<file path="src/rtl/param_sync_fifo.sv">
// Single-clock FIFO with arbitrary (non power-of-two) depth and count-decoded status flags.
// Define PARAM_SYNC_FIFO_FWFT_EN for first-word-fall-through reads; the default build uses registered reads.
module param_sync_fifo #(
    parameter int WIDTH    = 128,
    parameter int DEPTH    = 8,
    parameter int AF_LEVEL = 2,
    parameter int AE_LEVEL = 2
) (
    input  logic                       clk,
    input  logic                       rst,
    input  logic                       write_en,
    input  logic                       read_en,
    input  logic [WIDTH-1:0]           data_in,
    output logic [WIDTH-1:0]           data_out,
    output logic                       data_valid,
    output logic                       full,
    output logic                       almost_full,
    output logic                       empty,
    output logic                       almost_empty,
    output logic [$clog2(DEPTH+1)-1:0] count,
    output logic                       overflow,
    output logic                       underflow
);
    localparam int CW = $clog2(DEPTH+1);
    localparam int PW = $clog2(DEPTH);
    localparam logic [CW-1:0] FULL_CNT = CW'(DEPTH);
    localparam logic [CW-1:0] AF_CNT   = CW'(DEPTH - AF_LEVEL);
    localparam logic [CW-1:0] AE_CNT   = CW'(AE_LEVEL);
    localparam logic [CW-1:0] CNT_ONE  = CW'(1);
    localparam logic [PW-1:0] PTR_LAST = PW'(DEPTH - 1);
    localparam logic [PW-1:0] PTR_ONE  = PW'(1);

    logic [WIDTH-1:0] mem [DEPTH];
    logic [PW-1:0]    wr_ptr;
    logic [PW-1:0]    rd_ptr;
    logic             wr_acc;
    logic             rd_acc;

    assign full         = (count == FULL_CNT);
    assign empty        = (count == '0);
    assign almost_full  = (count >= AF_CNT) && !full;
    assign almost_empty = (count <= AE_CNT) && !empty;

    // A write into a full FIFO still lands when the same edge pops a word.
    assign rd_acc = read_en && !empty;
    assign wr_acc = write_en && (!full || read_en);

    always_ff @(posedge clk) begin
        if (wr_acc) begin
            mem[wr_ptr] <= data_in;
        end
    end

    always_ff @(posedge clk or negedge rst) begin
        if (!rst) begin
            wr_ptr    <= '0;
            rd_ptr    <= '0;
            count     <= '0;
            overflow  <= 1'b0;
            underflow <= 1'b0;
        end else begin
            overflow  <= write_en && !wr_acc;
            underflow <= read_en && empty;
            if (wr_acc) begin
                wr_ptr <= (wr_ptr == PTR_LAST) ? '0 : wr_ptr + PTR_ONE;
            end
            if (rd_acc) begin
                rd_ptr <= (rd_ptr == PTR_LAST) ? '0 : rd_ptr + PTR_ONE;
            end
            case ({wr_acc, rd_acc})
                2'b10:   count <= count + CNT_ONE;
                2'b01:   count <= count - CNT_ONE;
                default: count <= count;
            endcase
        end
    end

`ifdef PARAM_SYNC_FIFO_FWFT_EN
    assign data_out   = mem[rd_ptr];
    assign data_valid = !empty;
`else
    always_ff @(posedge clk or negedge rst) begin
        if (!rst) begin
            data_out   <= '0;
            data_valid <= 1'b0;
        end else begin
            data_valid <= rd_acc;
            if (rd_acc) begin
                data_out <= mem[rd_ptr];
            end
        end
    end
`endif

endmodule

</file>
<file path="config.mk">
export PLATFORM = sky130hd
export DESIGN_NAME = param_sync_fifo
export DESIGN_NICKNAME = d
export VERILOG_FILES = /design/src/rtl/param_sync_fifo.sv
export SDC_FILE = /design/constraint.sdc
export NUM_CORES = 1
export LEC_CHECK = 0
export CORE_MARGIN = 8
export CORE_UTILIZATION = 46
export CTS_BUF_LIST = sky130_fd_sc_hd__clkbuf_4 sky130_fd_sc_hd__clkbuf_8
export DETAILED_ROUTE_END_ITERATION = 16
export GPL_ROUTABILITY_DRIVEN = 0
export PLACE_DENSITY = 0.67
export RECOVER_POWER = 25
export SKIP_CTS_REPAIR_TIMING = 1
export SYNTH_ARGS = -nofsm -noshare
export SYNTH_HDL_FRONTEND = slang
export SYNTH_SLANG_ARGS = --single-unit
</file>
<file path="constraint.sdc">
create_clock -name clk -period 22.2 [get_ports clk]
set_input_delay 4.44 -clock clk [delete_from_list [all_inputs] [get_ports clk]]
set_output_delay 4.44 -clock clk [all_outputs]
set_load 0.02 [all_outputs]
</file>
==> summary.md, run 1 <==
| Metric | Value |
|---|---|
| Syn-to-layout area delta | 18.16% |
| Placed Instance Area | between 40000 and 50000 um^2 |
| IR drop worst, VDD | 0.09771 mV |
| Number of instances in the synthesized netlist | between 2k and 2.5k |
| Ratio of routed vias to standard cells | roughly 5.4 |
| Count of nets after finishing | ~2.9k |
| Maximum achievable frequency | approximately 110 MHz |
| Num rows | 113 |
| Proportion of netlist area held by the largest area contributor | 69.75% |
| Final Setup Violations | 0 |
| Total length of routed wires | 98670 um |
| Hold Crit Class | reg2reg |
| Die outline area | between 100000 and 150000 um^2 |
| Global router's overall resource usage | 18.12% |
| Average cell area after synthesis | 18.40 um^2 |
| Biggest cell delay along the critical path | 3660 ps |
| Number of buffers on the longest clock path | 3 |
| Fin Clk Skew | 33.90 ps |
| Max stage delay cell, worst path | sky130_fd_sc_hd__clkbuf_1 |
| Worst Setup Start Kind | input pin |
| Estimated wirelength of the detail-placed design | 50230 um |
| Hold Crit Depth | 2 |
| Area of all placed cells without fillers | about 52000 um^2 |
| Clock tree from TritonCTS | built |
| Run status | finished with violations |
| Count of H-tree levels built during CTS | 4 |
| Final period utilization | 39.58% |
| Initial antenna violation count | 46 |
| Number of vias after detailed routing | approximately 23k |
| Effective utilization at floorplan | about 46% |
| Pin count of the biggest net entering global routing | 177 |
| Clock sink count | 1165 |
| Violated checks | capacitance limit, slew limit |
| Number of optimization iterations in the first detailed-route pass | 5 |
| Min Tclk post-route | 8786 ps |
| Number of nets produced by synthesis | 2535 |
| Area contributors post-synth | sky130_fd_sc_hd__edfxtp_1 70%, sky130_fd_sc_hd__dfrtp_1 8.0%, sky130_fd_sc_hd__mux2_2 6.6% |
| Max_cap viols | 1 |
| Core area | 95010 um^2 |
| Number of enable flip-flop cells after synthesis | 1024 |
| Share of async-settable or async-resettable flops after synthesis | about an eighth |
| Arrival @ worst endpoint | 9440 ps |
| Floorplan die height | 325.6 um |
| Drt wl/cell | 23.63 um |
| Cell accounting for the most synthesized area | sky130_fd_sc_hd__edfxtp_1 |
| Most used standard cell by instance count after synthesis | sky130_fd_sc_hd__edfxtp_1 |
| Count of unique library cells instantiated by Yosys | 41 |
| Unrepaired setup endpoints after global routing | false |
| Headroom to the max-slew limit | -255.9% |
| Final Hold Viols | 0 |
| Pwr Density | 133.2 nW/um^2 |
| Crit path capture type | async pin |
| Sequential area share after synthesis | 77.75% |
| Cell chosen for the clock root | sky130_fd_sc_hd__clkbuf_8 |
| Cells traversed along the worst timing path | clkbuf_1, buf_4 |
| DRC marker count from the first detailed-route iteration | roughly 1.6k |
| Worst-path fanout max | 81 |
| Post-synth top flop | sky130_fd_sc_hd__edfxtp_1 |
| Number of CTS-inserted buffers | around 180 |
| Total overflow reported by the global router | 0 |
| Fraction of final layout cells with drive strength greater than 1 | 21.53% |
| DRC violations left | 0 |
| Setup Crit Path Kind | in2async |
| Worst Hold Slack | 478.9 ps |
| Yosys reg bits | roughly 1.2k |
| Crit. path cell count | 2 |
| Most numerous cell types in the synthesized netlist | 1024 x sky130_fd_sc_hd__edfxtp_1, 259 x sky130_fd_sc_hd__mux2_2, 256 x sky130_fd_sc_hd__mux2i_1 |
| Clock latency of the later-clocked register in the worst-skew pair | about 830 ps |
| Buffers on Ports | 270 |
| Clock-pin slew reported for the worst setup and hold paths after clock tree synthesis | around 60 ps |
| Fin. max-slew vios | 82 |
| Number of routed nets with antenna violations | 0 |
| Buf/Inv on CP | 2 |
| Via count of the first global-routing pass | between 20k and 25k |
| Pin slew with the least headroom to its limit | roughly 5300 ps |
| Worst R2R Path Depth | 6 |
| Kind of cell adding the most delay to the critical path | buffers and inverters |
| I/O pin cnt | between 200 and 300 |
| Final core area utilization | 54.83% |
| Width of the die | 325.6 um |
| Required time reported for the critical path endpoint | ~23000 ps |
| Count of synthesis-stage warnings from yosys | 0 |
| Total negative setup slack | 0 ps |
| Global-route wire length before repair | 147300 um |
| Leakage | around 18 nW |
| Cell area after synthesis | 44090 um^2 |
final timing paths:
path                            slack [ps]                  endpoint                startpoint
worst max-delay path                 13410     rd_ptr[0]$_DFFE_PN0P_                       rst
worst min-delay path                   480  data_out[94]$_DFFE_PN0P_  data_out[94]$_DFFE_PN0P_
worst max register to register       18070  data_out[65]$_DFFE_PN0P_     rd_ptr[0]$_DFFE_PN0P_
worst min register to register         480  data_out[94]$_DFFE_PN0P_  data_out[94]$_DFFE_PN0P_
max in group clk                     15160                     empty      count[0]$_DFFE_PN0P_
min in group asynchronous             5560  data_out[35]$_DFFE_PN0P_                       rst
worst register-to-register path, delay by kind of cell, from the launching register on:
| family | cells | cell delay (ps) |
|---|---|---|
| buffers and inverters | 2 | 2000 |
| multiplexers | 1 | 460 |
| flip-flops | 1 | 1060 |
| AO/OA/AOI/OAI | 3 | 490 |
cells by family after synthesis:
group	Yosys count	synth area share, %
AO/OA/AOI/OAI	394	6.363
adder cells (fa/ha/maj)	7	0.1987
flip-flops	1165	77.75
buffers and inverters	147	1.612
multiplexers	516	12.45
XOR/XNOR	6	0.1192
AND/OR/NAND/NOR	161	1.501
sequential cells by signal, summed over array words and instances (netlist names):
name	count
underflow	1
rd_ptr	3
data_valid	1
overflow	1
count	4
mem	1024
wr_ptr	3
data_out	128
layout make-up:
cell class / instances / area, um^2
Clock buffer: 282 / 3431
Multi-Input combinational cell: 1084 / 9176
Tap cell: 1265 / 1583
Antenna cell: 18 / 45.04
Timing Repair Buffer: 299 / 3027
Clock inverter: 62 / 543.0
Inverter: 1 / 3.754
Fill cell: 7286 / 42920
Sequential cell: 1165 / 34280
cells in the final DEF (no fill, tap or decap), types with 5 or more instances in the layout:
master and n:
sky130_fd_sc_hd__edfxtp_1 1024, sky130_fd_sc_hd__mux2i_1 256, sky130_fd_sc_hd__buf_4 20, sky130_fd_sc_hd__clkinvlp_4 6, sky130_fd_sc_hd__nand2b_1 5, sky130_fd_sc_hd__diode_2 18
sky130_fd_sc_hd__clkinv_1 24, sky130_fd_sc_hd__clkinv_2 16, sky130_fd_sc_hd__o21ai_1 61, sky130_fd_sc_hd__a22oi_1 95, sky130_fd_sc_hd__nand2_1 130, sky130_fd_sc_hd__clkbuf_4 72
sky130_fd_sc_hd__bufinv_16 8, sky130_fd_sc_hd__o22ai_1 33, sky130_fd_sc_hd__dfrtp_1 140, sky130_fd_sc_hd__a221o_1 33, sky130_fd_sc_hd__o21ai_0 68, sky130_fd_sc_hd__buf_12 9
sky130_fd_sc_hd__mux2_2 259, sky130_fd_sc_hd__clkdlybuf4s50_1 185, sky130_fd_sc_hd__o221ai_1 95, sky130_fd_sc_hd__dlygate4sd3_1 84, sky130_fd_sc_hd__clkbuf_8 210, sky130_fd_sc_hd__ha_1 7
through the flow:
stage          cells  setup slack, ps  total power, mW
2_1_floorplan   2396             4523            4.387
3_3_place_gp    3814            14660            5.062
3_5_place_dp    3814            14650            5.129
4_1_cts         4158            15060            7.036
5_1_grt         4165            12540            7.270
6_report        4176            13410            6.939
power by group:
part	total (mW)	internal (mW)	leakage, nW	switching (mW)
registers	3.00	2.82	11.0	0.186
clock network	1.90	1.08	2.10	0.812
logic	2.04	0.855	4.74	1.19
total	6.94	4.75	17.8	2.19
metal layers:
layer | vias up | track usage (%) | part of all wire (%)
met4 | 26 | 5.388 | 1.7
met5 | - | 0 | 0.17
met3 | 157 | 5.495 | 5.9
li1 | 10330 | - | -
met1 | 11650 | 21.36 | 41
met2 | 509 | 31.88 | 51
Power figures use the tool's default switching activity.
==> run 2: changes to the inputs <==
==> constraint.sdc (replaced) <==
create_clock -name clk -period 8.2 [get_ports clk]
set_input_delay 1.64 -clock clk [delete_from_list [all_inputs] [get_ports clk]]
set_output_delay 1.64 -clock clk [all_outputs]
set_load 0.02 [all_outputs]
==> run 2 against run 1 <==
  * The run still ends with capacitance limit, slew limit left
  * Count of clock-buffer cells in the layout decreased by 32
  * Cell count decreased by 0.50%
  * First-iteration DRC count decreased by 3.3%
  * Sequential power increased to 2.7 times the previous value
  * Clock power increased by 150%
  * Global-route usage decreased by 0.23 points
  * Via count decreased by 0.87%
  * Non-clock buffer count decreased by 4
  * Utilization decreased by 0.44 points
  * Largest cell class unchanged
  * Highest routed layer unchanged
==> summary.md, run 2 (synthesis results as in run 1) <==
| Metric | Value |
|---|---|
| Fraction of final layout cells with drive strength greater than 1 | 20.38% (was 21.53%) |
| Maximum achievable frequency | 188.0 MHz |
| WHS Endpoint | data_out[65]$_DFFE_PN0P_ (was data_out[94]$_DFFE_PN0P_) |
| Max_cap viols | 1 (unchanged) |
| Clock tree from TritonCTS | built (unchanged) |
| Max stage delay cell, worst path | sky130_fd_sc_hd__clkbuf_1 (unchanged) |
| Buffers on Ports | 270 (unchanged) |
| Worst flop-to-flop path startpoint | rd_ptr[0]$_DFFE_PN0P_ (unchanged) |
| Buf/Inv on CP | 2 (unchanged) |
| Syn-to-layout area delta | 17.20% (was 18.16%) |
| Switching part of the total power | 32.01% (was 31.49%) |
| Pre-CTS setup slack | 3436 ps (was 14650 ps) |
| Hold Crit Depth | 2 (unchanged) |
| Clock latency of the later-clocked register in the worst-skew pair | 800 ps (was 830 ps) |
| Ratio of routed vias to standard cells | 5.410 (was 5.430) |
| DRC marker count from the first detailed-route iteration | 1562 (was 1616) |
| Headroom to the max-slew limit | -201.4% (was -255.9%) |
| Biggest cell delay along the critical path | 3090 ps (was 3660 ps) |
| Required time reported for the critical path endpoint | 8850 ps (was 22860 ps) |
| Num rows | 113 (unchanged) |
| Worst-path fanout max | 73 (was 81) |
| Worst R2R Path Depth | 5 (was 6) |
| Cells traversed along the worst timing path | clkbuf_1, buf_4 (unchanged) |
| Crit path capture type | async pin (unchanged) |
| Min Tclk post-route | around 5300 ps |
| Switching power of the nets | 5.889 mW (was 2.185 mW) |
| Violated checks | capacitance limit, slew limit (unchanged) |
| Cells after DPL | 3810 (was 3814) |
| Int Pwr | 12.51 mW (was 4.754 mW) |
| Effective utilization at floorplan | 46.40% (unchanged) |
| Final period utilization | 64.87% |
| Number of routed nets with antenna violations | 0 (unchanged) |
| Crit path setup slack, layout | 2880 ps (was 13410 ps) |
| Drt wl/cell | 23.39 um (was 23.63 um) |
| Core area | 95010 um^2 (unchanged) |
| Final Setup Violations | 0 (unchanged) |
| Initial antenna violation count | 46 (unchanged) |
| Worst Setup Start Kind | input pin (unchanged) |
| Number of optimization iterations in the first detailed-route pass | 5 (unchanged) |
| Worst Hold Slack | 478.6 ps (was 478.9 ps) |
| Unrepaired setup endpoints after global routing | false (unchanged) |
| Pwr Density | 356.1 nW/um^2 (was 133.2 nW/um^2) |
| Total overflow reported by the global router | 0 (unchanged) |
| Pin slew with the least headroom to its limit | 4520 ps (was 5339 ps) |
| Clock sink count | 1165 (unchanged) |
| Count of nets after finishing | 2861 (was 2874) |
| Fin. max-slew vios | 74 (was 82) |
| Max reg flops | 1024 (unchanged) |
| Largest registers ranked by flip-flop count | mem x1024, data_out x128, count x4 (unchanged) |
| Estimated wirelength of the detail-placed design | 50700 um (was 50230 um) |
| Most frequent cells in the layout | 1024 x sky130_fd_sc_hd__edfxtp_1, 259 x sky130_fd_sc_hd__mux2_2, 256 x sky130_fd_sc_hd__mux2i_1, 195 x sky130_fd_sc_hd__clkdlybuf4s50_1, 193 x sky130_fd_sc_hd__clkbuf_8 (was 1024 x sky130_fd_sc_hd__edfxtp_1, 259 x sky130_fd_sc_hd__mux2_2, 256 x sky130_fd_sc_hd__mux2i_1, 210 x sky130_fd_sc_hd__clkbuf_8, 185 x sky130_fd_sc_hd__clkdlybuf4s50_1) |
| Combinational group share of total power | 30.3% (was 29.4%) |
| I/O pin cnt | 271 (unchanged) |
| Worst Hold Launch | data_out[65]$_DFFE_PN0P_ (was data_out[94]$_DFFE_PN0P_) |
| Register containing the most flip-flops in the final layout | mem (unchanged) |
| Endpoint of the worst-slack reg-to-reg timing path | data_out[40]$_DFFE_PN0P_ (was data_out[65]$_DFFE_PN0P_) |
| IR drop worst, VDD | 0.2767 mV (was 0.09771 mV) |
| Part of the power in registers | 44.1% (was 43.3%) |
| Clock-pin slew reported for the worst setup and hold paths after clock tree synthesis | 60 ps (about the same) |
| Floorplan die height | 325.6 um (unchanged) |
| Total negative setup slack | 0 ps (unchanged) |
| DRC violations left | 0 (unchanged) |
| Number of vias after detailed routing | 22.48k (was 22.68k) |
| Arrival @ worst endpoint | 5970 ps (was 9440 ps) |
| Fin Clk Skew | 25.62 ps (was 33.90 ps) |
| Reg2reg setup slack | 4850 ps (was 18070 ps) |
| Global-route wire length before repair | 145900 um (was 147300 um) |
| Cell chosen for the clock root | sky130_fd_sc_hd__clkbuf_8 (unchanged) |
| Setup Crit Path Kind | in2async (unchanged) |
| Pin count of the biggest net entering global routing | 169 (was 177) |
| Final Hold Viols | 0 (unchanged) |
| Count of H-tree levels built during CTS | 4 (unchanged) |
| Width of the die | 325.6 um (unchanged) |
| Global router's overall resource usage | 17.89% (was 18.12%) |
| Non-filler cells, final | 4155 (was 4176) |
| Via count of the first global-routing pass | 23.82k (was 24.38k) |
| Portion of total power attributed to the clock network | 25.5% (was 27.3%) |
| Run status | finished with violations (unchanged) |
| Most common cell after layout, fill and taps aside | sky130_fd_sc_hd__edfxtp_1 (unchanged) |
| Leakage | 17.60 nW (was 17.83 nW) |
| Hold Crit Class | reg2reg (unchanged) |
| Number of buffers on the longest clock path | 3 (unchanged) |
| Number of CTS-inserted buffers | 175 (was 184) |
| Die outline area | 106000 um^2 (unchanged) |
| Kind of cell adding the most delay to the critical path | buffers and inverters (unchanged) |
| Total length of routed wires | 97200 um (was 98670 um) |
-- run 2: cell count changes in the layout (fill, tap and decap cells not counted), sizes merged, moves of 4 or more --
| cell | previous run | this run |
|---|---|---|
| clkdlybuf4s50 | 185 | 195 |
| clkinv | 41 | 65 |
| dlygate4sd3 | 84 | 74 |
| buf | 29 | 25 |
| inv | 8 | 2 |
| clkbuf | 283 | 251 |
-- run 2: layer usage --
layer / global-route usage [%] / share of wire (%)
met1: 21.57 / 41
met4: 5.743 / 2.2
met2: 30.87 / 51
met5: 0 / 0.13
met3: 5.259 / 6.4
-- run 2: cell type report --
cell class | count | area [um^2]
fill | 7373 | 43340
sequential | 1165 | 34280
multi-input combinational | 1084 | 9191
clock buffer | 250 | 3084
timing repair buffer | 295 | 3009
tap | 1265 | 1583
clock inverter | 75 | 465.4
antenna | 20 | 50.05
inverter | 1 | 3.754
-- run 2: how the worst max path moves through the flow --
stage | startpoint | end | cells after the start
finish | rst | rd_ptr[0]$_DFFE_PN0P_ | 2
global route | rst | rd_ptr[0]$_DFFE_PN0P_ | 2
CTS | count[1]$_DFFE_PN0P_ | empty | 3
detailed placement | read_en | mem[1][12]$_DFFE_PP_ | 5
global placement | read_en | mem[1][10]$_DFFE_PP_ | 5
floorplan | read_en | mem[2][0]$_DFFE_PP_ | 3
-- run 2: stage by stage --
step,area (um^2),util (%),power [mW]
3_5_place_dp,48080,50.60,13.92
3_3_place_gp,48080,50.60,13.76
5_1_grt,51630,54.34,19.28
4_1_cts,51630,54.34,18.63
6_report,51670,54.38,18.40
2_1_floorplan,44100,-,11.85
-- run 2: power by group through the flow --
| stage | clock network (mW) | logic [mW] | registers (mW) |
|---|---|---|---|
| 6_report | 4.70 | 5.58 | 8.12 |
| 5_1_grt | 5.07 | 5.99 | 8.22 |
| 4_1_cts | 4.81 | 5.69 | 8.14 |
| 3_5_place_dp | 0 | 5.67 | 8.25 |
| 3_3_place_gp | 0 | 5.58 | 8.19 |
| 2_1_floorplan | 0 | 3.23 | 8.61 |
==> run 3: changes to the inputs <==
==> constraint.sdc (replaced) <==
create_clock -name clk -period 5.3 [get_ports clk]
set_input_delay 1.06 -clock clk [delete_from_list [all_inputs] [get_ports clk]]
set_output_delay 1.06 -clock clk [all_outputs]
set_load 0.02 [all_outputs]
==> run 3 against run 2 <==
  * The flow still finishes with violations (capacitance limit, slew limit)
  * Critical path depth increased by 1
  * Global-route usage down 0.17 points
  * Sequential cell count did not move
  * Critical path type is now reg2out
  * Critical endpoint is now empty
  * Largest cell class unchanged
==> summary.md, run 3 (synthesis results as in run 1) <==
| Metric | Value |
|---|---|
| I/O pin cnt | 271 (unchanged) |
| Final Setup Violations | 0 (unchanged) |
| Pwr Density | 550.1 nW/um^2 (was 356.1 nW/um^2) |
| Pin slew with the least headroom to its limit | 3723 ps (was 4520 ps) |
| Worst R2R Path Depth | 10 (was 5) |
| WHS Endpoint | data_out[85]$_DFFE_PN0P_ (was data_out[65]$_DFFE_PN0P_) |
| Non-filler cells, final | 4173 (was 4155) |
| Hold Crit Class | reg2reg (unchanged) |
| Number of buffers on the longest clock path | 3 (unchanged) |
| Maximum achievable frequency | between 200 and 300 MHz |
| Most common cell after layout, fill and taps aside | sky130_fd_sc_hd__edfxtp_1 (unchanged) |
| IR drop worst, VDD | 0.3631 mV (was 0.2767 mV) |
| Die outline area | 106000 um^2 (unchanged) |
| Estimated wirelength of the detail-placed design | 53410 um (was 50700 um) |
| Cells traversed along the worst timing path | or3_1, nor2_1, clkdlybuf4s50_1 (was clkbuf_1, buf_4) |
| Final core area utilization | 54.63% (was 54.38%) |
| Fin. max-slew vios | 57 (was 74) |
| Via count of the first global-routing pass | 23.78k (was 23.82k) |
| Worst Setup Start Kind | flop (was input pin) |
| Worst flop-to-flop path startpoint | count[0]$_DFFE_PN0P_ (was rd_ptr[0]$_DFFE_PN0P_) |
| Floorplan die height | 325.6 um (unchanged) |
| Min Tclk post-route | 3688 ps |
| Crit path capture type | output pin (was async pin) |
| Number of routed nets with antenna violations | 0 (unchanged) |
| Leakage | 17.73 nW (was 17.60 nW) |
| Total length of routed wires | 96250 um (was 97200 um) |
| Global-route wire length before repair | 145200 um (was 145900 um) |
| Headroom to the max-slew limit | -148.2% (was -201.4%) |
| Ratio of routed vias to standard cells | 5.452 (was 5.410) |
| Pin count of the biggest net entering global routing | 109 (was 169) |
| Max reg flops | 1024 (unchanged) |
| Width of the die | 325.6 um (unchanged) |
| Run status | finished with violations (unchanged) |
| Number of optimization iterations in the first detailed-route pass | 7 (was 5) |
| Register containing the most flip-flops in the final layout | mem (unchanged) |
| Clock tree from TritonCTS | built (unchanged) |
| Largest registers ranked by flip-flop count | mem x1024, data_out x128, count x4 (unchanged) |
| Global router's overall resource usage | 17.72% (was 17.89%) |
| Final period utilization | 69.58% |
| Hold Crit Depth | 2 (unchanged) |
| Cell chosen for the clock root | sky130_fd_sc_hd__clkbuf_8 (unchanged) |
| DRC violations left | 0 (unchanged) |
| Buf/Inv on CP | 1 (was 2) |
| Count of nets after finishing | 2877 (was 2861) |
| Fin Clk Skew | 28.81 ps (was 25.62 ps) |
| Number of CTS-inserted buffers | 180 (was 175) |
| Initial antenna violation count | 41 (was 46) |
| Clock latency of the later-clocked register in the worst-skew pair | 820 ps (was 800 ps) |
| Syn-to-layout area delta | 17.74% (was 17.20%) |
| Drt wl/cell | 23.06 um (was 23.39 um) |
| Buffers on Ports | 270 (unchanged) |
| Worst Hold Launch | data_out[85]$_DFFE_PN0P_ (was data_out[65]$_DFFE_PN0P_) |
| Clock sink count | 1165 (unchanged) |
| Effective utilization at floorplan | 46.40% (unchanged) |
| Number of vias after detailed routing | 22.75k (was 22.48k) |
| Setup Crit Path Kind | reg2out (was in2async) |
| Fraction of final layout cells with drive strength greater than 1 | 20.98% (was 20.38%) |
| DRC marker count from the first detailed-route iteration | 1662 (was 1562) |
| Core area | 95010 um^2 (unchanged) |
| Max_cap viols | 1 (unchanged) |
| Arrival @ worst endpoint | 2630 ps (was 5970 ps) |
| Total overflow reported by the global router | 0 (unchanged) |
| Final Hold Viols | 0 (unchanged) |
| Count of H-tree levels built during CTS | 4 (unchanged) |
| Violated checks | capacitance limit, slew limit (unchanged) |
| Clock-pin slew reported for the worst setup and hold paths after clock tree synthesis | 60 ps (about the same) |
| Kind of cell adding the most delay to the critical path | simple AND/OR/NAND/NOR gates (was buffers and inverters) |
| Most frequent cells in the layout | 1024 x sky130_fd_sc_hd__edfxtp_1, 259 x sky130_fd_sc_hd__mux2_2, 256 x sky130_fd_sc_hd__mux2i_1, 189 x sky130_fd_sc_hd__clkbuf_8, 189 x sky130_fd_sc_hd__clkdlybuf4s50_1 (was 1024 x sky130_fd_sc_hd__edfxtp_1, 259 x sky130_fd_sc_hd__mux2_2, 256 x sky130_fd_sc_hd__mux2i_1, 195 x sky130_fd_sc_hd__clkdlybuf4s50_1, 193 x sky130_fd_sc_hd__clkbuf_8) |
| Endpoint of the worst-slack reg-to-reg timing path | count[2]$_DFFE_PN0P_ (was data_out[40]$_DFFE_PN0P_) |
| Num rows | 113 (unchanged) |
| Unrepaired setup endpoints after global routing | false (unchanged) |
| Cells after DPL | 3821 (was 3810) |
| Max stage delay cell, worst path | sky130_fd_sc_hd__clkdlybuf4s50_1 (was sky130_fd_sc_hd__clkbuf_1) |
| Reg2reg setup slack | 2330 ps (was 4850 ps) |
| Biggest cell delay along the critical path | 630 ps (was 3090 ps) |
| Worst-path fanout max | 10 (was 73) |
| Required time reported for the critical path endpoint | 4240 ps (was 8850 ps) |
[run 3: cell count changes in the layout (fill, tap and decap cells not counted), moves of 2 or more]
cell                              before  now
sky130_fd_sc_hd__inv_8                 0    6
sky130_fd_sc_hd__diode_2              20   15
sky130_fd_sc_hd__buf_4                15   20
sky130_fd_sc_hd__bufinv_16             5    3
sky130_fd_sc_hd__buf_12               10   16
sky130_fd_sc_hd__clkbuf_8            193  189
sky130_fd_sc_hd__dlygate4sd3_1        74   80
sky130_fd_sc_hd__clkdlybuf4s50_1     195  189
sky130_fd_sc_hd__clkinv_2             26   21
sky130_fd_sc_hd__clkbuf_4             57   70
sky130_fd_sc_hd__nor3_4                1    4
sky130_fd_sc_hd__clkinv_1             39   41
sky130_fd_sc_hd__nor3_2                3    0
[run 3: tightest hold or removal path: stages, from the launching register on]
cell	delay, ps
sky130_fd_sc_hd__dfrtp_1	340
sky130_fd_sc_hd__nand2_1	50
sky130_fd_sc_hd__o21ai_0	60
[run 3: worst max-delay path by stage]
stage / start / cells after the start / slack (ps) / endpoint
after floorplan: read_en / 3 / -2020 / mem[7][0]$_DFFE_PP_
after CTS: count[0]$_DFFE_PN0P_ / 3 / 1510 / empty
after global placement: read_en / 10 / 1710 / count[2]$_DFFE_PN0P_
final: count[0]$_DFFE_PN0P_ / 3 / 1610 / empty
after global routing: rst / 1 / 890 / data_out[6]$_DFFE_PN0P_
after detailed placement: read_en / 10 / 1690 / count[2]$_DFFE_PN0P_
[run 3: area by class of cell]
cell class	instances	area, um^2
tap	1265	1583
sequential	1165	34280
antenna	15	37.54
fill	7412	43110
timing repair buffer	306	3167
clock buffer	259	3127
clock inverter	78	480.5
multi-input combinational	1084	9225
inverter	1	3.754
[run 3: report_power, final]
group	total, mW	internal, mW	switching (mW)
Clock	7.36	3.97	3.39
Sequential	12.5	11.8	0.757
Combinational	8.66	3.61	5.05
[run 3: layer usage]
layer | share of wire [%] | track usage (%) | vias up
li1 | - | - | 10340
met1 | 41 | 22.12 | 11620
met2 | 51 | 30.64 | 602
met3 | 6.1 | 4.265 | 182
met4 | 2.1 | 5.244 | 12
met5 | 0.085 | 0 | -
[run 3: through the flow]
| stage | instance area, um^2 | setup TNS (ps) | worst slack (ps) | hold WS (ps) | power [mW] |
|---|---|---|---|---|---|
| final | 51900 | 0 | 1612 | 478.3 | 28.55 |
| after global routing | 51880 | 0 | 892.7 | 498.6 | 29.91 |
| after CTS | 51870 | 0 | 1505 | 167.7 | 28.96 |
| after detailed placement | 48270 | 0 | 1691 | 472.6 | 21.56 |
| after global placement | 48270 | 0 | 1705 | 462.6 | 21.35 |
| after floorplan | 44140 | -1619150 | -2022 | 521.4 | 18.25 |
